<file path="src/rtl/serial_mag_comparator.sv">
// Bit-serial magnitude comparator, MSB first, one bit per clock.
// Ports: clk, rst, start, a, b, signed_mode -> busy, done, gt, eq, lt, cycles.
module serial_mag_comparator #(
  parameter int WIDTH      = 8,
  parameter int EARLY_EXIT = 1,
  parameter int CW         = $clog2(WIDTH + 1)
) (
  input  logic             clk,
  input  logic             rst,
  input  logic             start,
  input  logic [WIDTH-1:0] a,
  input  logic [WIDTH-1:0] b,
  input  logic             signed_mode,
  output logic             busy,
  output logic             done,
  output logic             gt,
  output logic             eq,
  output logic             lt,
  output logic [CW-1:0]    cycles
);

  localparam int IW = (WIDTH > 1) ? $clog2(WIDTH) : 1;
  localparam logic [IW-1:0] TOP = IW'(WIDTH - 1);

  typedef enum logic [1:0] {
    IDLE,
    RUN,
    DONE
  } state_t;

  state_t           state;
  logic [WIDTH-1:0] a_q;
  logic [WIDTH-1:0] b_q;
  logic             sm_q;
  logic [IW-1:0]    idx;
  logic             decided;
  logic             d_gt;
  logic [CW-1:0]    cnt;

  logic bit_a;
  logic bit_b;
  logic new_diff;
  logic bit_gt;
  logic stop;

  assign bit_a    = a_q[idx];
  assign bit_b    = b_q[idx];
  assign new_diff = (bit_a ^ bit_b) & ~decided;
  // The sign bit carries negative weight, so a 1 there means smaller.
  assign bit_gt   = (idx == TOP && sm_q) ? bit_b : bit_a;
  assign stop     = (idx == '0) | ((EARLY_EXIT != 0) & new_diff);

  always_ff @(posedge clk or posedge rst) begin
    if (rst) begin
      state   <= IDLE;
      a_q     <= '0;
      b_q     <= '0;
      sm_q    <= 1'b0;
      idx     <= '0;
      decided <= 1'b0;
      d_gt    <= 1'b0;
      cnt     <= '0;
      busy    <= 1'b0;
      done    <= 1'b0;
      gt      <= 1'b0;
      eq      <= 1'b0;
      lt      <= 1'b0;
      cycles  <= '0;
    end else begin
      unique case (state)
        IDLE, DONE: begin
          done <= 1'b0;
          if (start) begin
            a_q     <= a;
            b_q     <= b;
            sm_q    <= signed_mode;
            idx     <= TOP;
            decided <= 1'b0;
            d_gt    <= 1'b0;
            cnt     <= '0;
            busy    <= 1'b1;
            state   <= RUN;
          end else begin
            state <= IDLE;
          end
        end
        RUN: begin
          cnt <= cnt + CW'(1);
          idx <= idx - IW'(1);
          if (new_diff) begin
            decided <= 1'b1;
            d_gt    <= bit_gt;
          end
          if (stop) begin
            busy   <= 1'b0;
            done   <= 1'b1;
            state  <= DONE;
            cycles <= cnt + CW'(1);
            if (new_diff) begin
              gt <= bit_gt;
              eq <= 1'b0;
              lt <= ~bit_gt;
            end else if (decided) begin
              gt <= d_gt;
              eq <= 1'b0;
              lt <= ~d_gt;
            end else begin
              gt <= 1'b0;
              eq <= 1'b1;
              lt <= 1'b0;
            end
          end
        end
        default: state <= IDLE;
      endcase
    end
  end

endmodule

</file>
<file path="config.mk">
export PLATFORM = sky130hd
export DESIGN_NAME = serial_mag_comparator
export DESIGN_NICKNAME = d
export VERILOG_FILES = /design/src/rtl/serial_mag_comparator.sv
export SDC_FILE = /design/constraint.sdc
export NUM_CORES = 1
export LEC_CHECK = 0
export CAP_MARGIN = 40
export CORE_MARGIN = 5
export CORE_UTILIZATION = 47
export CTS_CLUSTER_SIZE = 8
export DETAILED_ROUTE_END_ITERATION = 8
export GPL_TIMING_DRIVEN = 0
export PLACE_DENSITY = 0.75
export SYNTH_ARGS = -nofsm -noshare
export SYNTH_HDL_FRONTEND = slang
export SYNTH_SLANG_ARGS = --single-unit
</file>
<file path="constraint.sdc">
create_clock -name clk -period 2.15 [get_ports clk]
set_input_delay 0.645 -clock clk [delete_from_list [all_inputs] [get_ports clk]]
set_output_delay 0.645 -clock clk [all_outputs]
set_load 0.02 [all_outputs]
</file>
### Word-level counts from Yosys, hierarchy flattened

Index checks and enable logic that the tools add are counted.

| word-level totals | value |
|---|---|
| logic and storage cells | 68 |
| flip-flop bits (word level) | 37 |
| RAM bits | 0 |
| output and inout port bits | 9 |
| memories | 0 |
| bits in latches | 0 |
| memory bits (read-only) | 0 |

| operators by class | value |
|---|---|
| bitwise logic cells | 6 |
| multipliers | 0 |
| eq/ne operators | 6 |
| divide/modulo/power cells | 0 |
| shifts and indexed selects | 0 |
| reduce and logical (&&, ||, !) cells | 11 |
| multiplexer cells | 28 |
| order comparisons | 1 |
| add/subtract/negate cells | 2 |

Operators with widths:

| kind | count |
|---|---|
| 2-to-1 mux 1 bit | 16 |
| case mux 1 bit (2 select lines) | 4 |
| case mux 4 bit (2 select lines) | 1 |
| AND reduction 2 bit | 4 |
| binary-select mux 1 bit (select 3 bit) | 2 |
| != test 2 bit, second input constant | 3 |
| case mux 3 bit (2 select lines) | 1 |
| AND reduction 3 bit | 2 |
| adder 4 x 1 -> 4 bit, second input constant | 1 |
| < comparator 3 x 4 -> 1 bit, second input constant | 1 |
| 2-to-1 mux 4 bit | 1 |
| case mux 2 bit (2 select lines) | 1 |
| equality test 3 bit, second input constant | 1 |
| logical NOT 3 bit | 1 |
| 2-to-1 mux 3 bit | 1 |
| inverter 1 bit | 3 |
| subtractor 3 x 1 -> 3 bit, second input constant | 1 |
| equality test 2 x 1 -> 1 bit, second input constant | 1 |
| equality test 2 bit, second input constant | 1 |
| logical NOT 2 bit | 1 |
| 2-to-1 mux 2 bit | 1 |
| nonzero test 2 bit | 1 |
| OR reduction 2 bit | 1 |
| AND 1 bit | 1 |
| 3 further kinds | 3 |

### Logic depth before layout (Yosys ltp)

| logic depth | value |
|---|---|
| word-level depth | 7 |
| mapped depth | 6 |
| depth with buffers taken out | 5 |

### Worst setup path before layout

No wires, ideal clock.

| timing | value |
|---|---|
| path type | flip-flop to flip-flop |
| start | register idx[0] |
| end | register cycles[1] |
| arrival | 2137 ps |
| slack | -111 ps |
| path buffers | 1 |
| clock period less this slack | 2261 ps |
| data required time | 2025 ps |
| cell stages (with the launch flop) | 7 |
| path through | dfrtp_1 -> buf_6 -> mux4_1 -> mux2_2 -> xnor2_2 -> a22oi_4 -> mux2_2 |

| between the ends | value |
|---|---|
| cells in the longest elaborated chain, start to end | 6 |

Ends and longest elaborated chain:

| what | RTL line | RTL |
|---|---|---|
| start, declared | 35 | `logic [IW-1:0] idx;` |
| start signal, assigned | 89 | `idx <= idx - IW'(1);` |
| binary-select mux 1 bit (select 3 bit), on equally long branches | 46, 47 |  |
| 2-to-1 mux 1 bit, on equally long branches | 46, 47 |  |
| XOR 1 bit | 48 | `assign new_diff = (bit_a ^ bit_b) & ~decided;` |
| AND 1 bit | 48 |  |
| OR 1 bit * | 51 | `assign stop = (idx == '0) \| ((EARLY_EXIT != 0) & new_diff);` |
| AND reduction 2 bit (no line) * | n/a |  |
| end signal, assigned | 98 | `cycles <= cnt + CW'(1);` |
| end, declared | 19 | `output logic [CW-1:0] cycles` |

Every way passes the cells marked *; elsewhere a longest branch is shown, timed or not. The select of a mux whose other input is x is not followed.
A chain may end at the register's enable or synchronous reset.

### Worst setup path in the final report

Ends and elaborated chain as after synthesis.

==> results.md <==
- Status: finished with violations
- Failing checks: setup timing
- Area grow syn2layout: 32.72%
- Unrepaired setup endpoints after global routing: true
- Fin Setup TNS: -0.7668 ns
- Leading area contributor after synthesis: dfrtp_1
- Ports: 29
- Reg2Reg Depth: 7
- Placed wire-length estimate: ~2.5 mm
- Post-CTS Hold Buffers: 0
- CTS tree: yes
- Fmax: between 0.4 and 0.5 GHz
- Critical Path AT: ~2.5 ns
- Reg2reg end: cycles[1]$_DFFE_PP0P_
- Max Root-Sink Buffers: 2
- First-pass GRT wire length: 6.313 mm
- Cells after DPL: 245
- Drt first pass iters: 4
- Initial core utilization: 0.4831
- Worst hold start: a_q[4]$_DFFE_PP0N_
- Seq/Total Area, Yosys: 0.5274
- Via/cell ratio: just under 5
- Final worst setup slack: -0.1220 ns
- Clock Latency Late Sink: 0.29 ns
- Critical R2R Launch: idx[0]$_DFFE_PP0P_
- Slew @ Worst Pin: about 0.66 ns
- Post-Syn Area: ~0.0018 mm2
- GP Congestion: 0.7392
- Power Density: 1766 mW/mm2
- Slew HR: 0.5579
- Place WS: -0.2851 ns
- Period utilization: 1.057
- Layout cells sized above 1: 0.1643
- CP startpoint kind: register
- Final Critical Period: approximately 2.3 ns
- Vias: 1295
- Inserted Diodes: 0
- Worst Skew: 0.004986 ns
- Peak VDD IR: approximately 0.00063 V
- HP Class: reg -> reg
- CP Cell Sequence: buf_6 -> mux4_2 -> mux2_4 -> xnor2_4 -> a22oi_4 -> buf_6 -> mux2_4
- Core area: between 0.003 and 0.004 mm2
- Total global-route track usage: 0.1607
- Synth top area share: 0.5274
- Total Wirelength: around 3.6 mm
- Placed inst area: around 0.0022 mm2
- Hold path cells: 2
- Commonest cells after routing, fill and taps aside: nand2_1 (55), dfrtp_1 (37), clkdlybuf4s50_1 (28)
- Mapped Nets: 192
- Leading post-synthesis cells by cell area: dfrtp_1 (53%), nand2_1 (12%), mux4_1 (6.0%)
- Register bit total from synthesis: 37
- Worst Setup Path Type: reg -> reg
- Full die area: 0.005057 mm2
- Largest net degree at the start of global routing: 23
- Number of port buffers: 28
- Reg2reg setup slack: -0.12 ns
- Final core occ: 0.6412
- Htree depth: 2
- Num CTS Buffers: 5
- Initial antenna violation count: 0
- Root buffer cell: clkbuf_8
- Mapped Cells: ~170
- Total power: between 4 and 5 mW
- Hold WS: ~0.47 ns
- Remaining antenna violation count after routing: 0
- WL/cell: around 14 um
- CP Max Fanout: 5
- Most common cell after layout, fill and taps aside: nand2_1
- Critical Path RT: about 2.3 ns
- Final setup violation count: 8
- Hold Vio Cnt, Final: 0
- Asr flop ratio synth: 1.000
- Worst Hold Endpoint: a_q[4]$_DFFE_PP0N_
- Pins over their slew limit: 0
- LEAKAGE: between 1 and 1.5 nW
- CP Capture Type: register
- Drt drc: 0
- Die X: roughly 70 um
- Row count: 22
- Slowest Stage Delay on Critical Path: approximately 0.48 ns
- Fin area: between 0.002 and 0.0025 mm2
- Synth Area per Inst: roughly 10 um2
- Max-cap violation count: 0
- Number of synthesized flops with an enable pin: 0
- Slowest cell on the critical path: mux4_2
- Ys flop type: dfrtp_1
- DRT iter0 DRCs: slightly below 100
- Layout Cells excl Fill: ~260
- Clk slew on worst S/H paths: about 0.070 ns
- YS warnings: 0
- Vias in the first global route: 1361
- TritonCTS Sinks: 37
- Die height: 71.12 um
- Grt total ovfl: 0
- Cell variety after synth: 29
- Layout Nets: ~240
## synthesized netlist by cell type, drive strengths merged (3+ instances only)
cell	instances
a22o	4
clkbuf	7
dfrtp	37
ha	4
inv	5
mux2	7
mux4	4
nand2	56
nor2	9
nor2b	5
nor3	3
o21ai	4
## report_power, final
| group | total (mW) | internal, mW | switching (mW) | leakage [nW] |
|---|---|---|---|---|
| Combinational | 2.36 | 1.31 | 1.06 | 0.666 |
| Sequential | 1.25 | 1.04 | 0.218 | 0.455 |
| Clock | 0.495 | 0.254 | 0.241 | 0.0443 |
## area by class of cell
type	instances	area [um2]
Multi-Input combinational cell	118	798.3
Clock buffer	7	86.33
Buffer	7	35.03
Inverter	5	18.77
Tap cell	48	60.06
Sequential cell	37	925.9
Fill cell	311	1304
Timing Repair Buffer	39	405.4
## worst max-delay path: cells and delay by family (launching register included)
kind	cells	cell delay, ns
buf+inv	2	0.30
mux	3	1.09
compound gates	1	0.24
xor+xnor	1	0.15
flops	1	0.37
## per-layer routing
layer | up-vias | routed length, um | track usage
met5 | - | 0 | 0
met4 | 0 | 46 | 0.05010
met3 | 6 | 149 | 0.05398
met2 | 26 | 1846 | 0.2760
met1 | 623 | 1531 | 0.1898
li1 | 640 | - | -
## registers in the layout, summed over array words and instances, names as in the netlist, 2 cells and up
| name | count |
|---|---|
| state | 2 |
| a_q | 8 |
| cycles | 4 |
| idx | 3 |
| cnt | 4 |
| b_q | 8 |
## cell families after synthesis
| kind of cell | Yosys count | synth area share |
|---|---|---|
| flops | 37 | 0.5274 |
| xor+xnor | 3 | 0.01925 |
| buf+inv | 13 | 0.03208 |
| compound gates | 16 | 0.07342 |
| fa+ha+maj | 4 | 0.02851 |
| simple gates | 82 | 0.1960 |
| mux | 13 | 0.1233 |
## worst max path at each step
stage | end | from
after global placement | cycles[3]$_DFFE_PP0P_ | idx[2]$_DFFE_PP0P_
final | cycles[1]$_DFFE_PP0P_ | idx[0]$_DFFE_PP0P_
after detailed placement | gt$_DFFE_PP0P_ | idx[2]$_DFFE_PP0P_
after global routing | eq$_DFFE_PP0P_ | idx[0]$_DFFE_PP0P_
after CTS | cycles[1]$_DFFE_PP0P_ | idx[0]$_DFFE_PP0P_
after floorplan | cycles[1]$_DFFE_PP0P_ | idx[0]$_DFFE_PP0P_
## what timing repair did
item	4_1_cts	5_1_grt
buffers inserted	8	2
pin swaps	2	1
cloned	0	0
hold endpoints to repair	0	0
gates resized for setup	6	6
endpoints found under the setup margin	11	21
No activity file was read; power rests on OpenSTA's default activity.
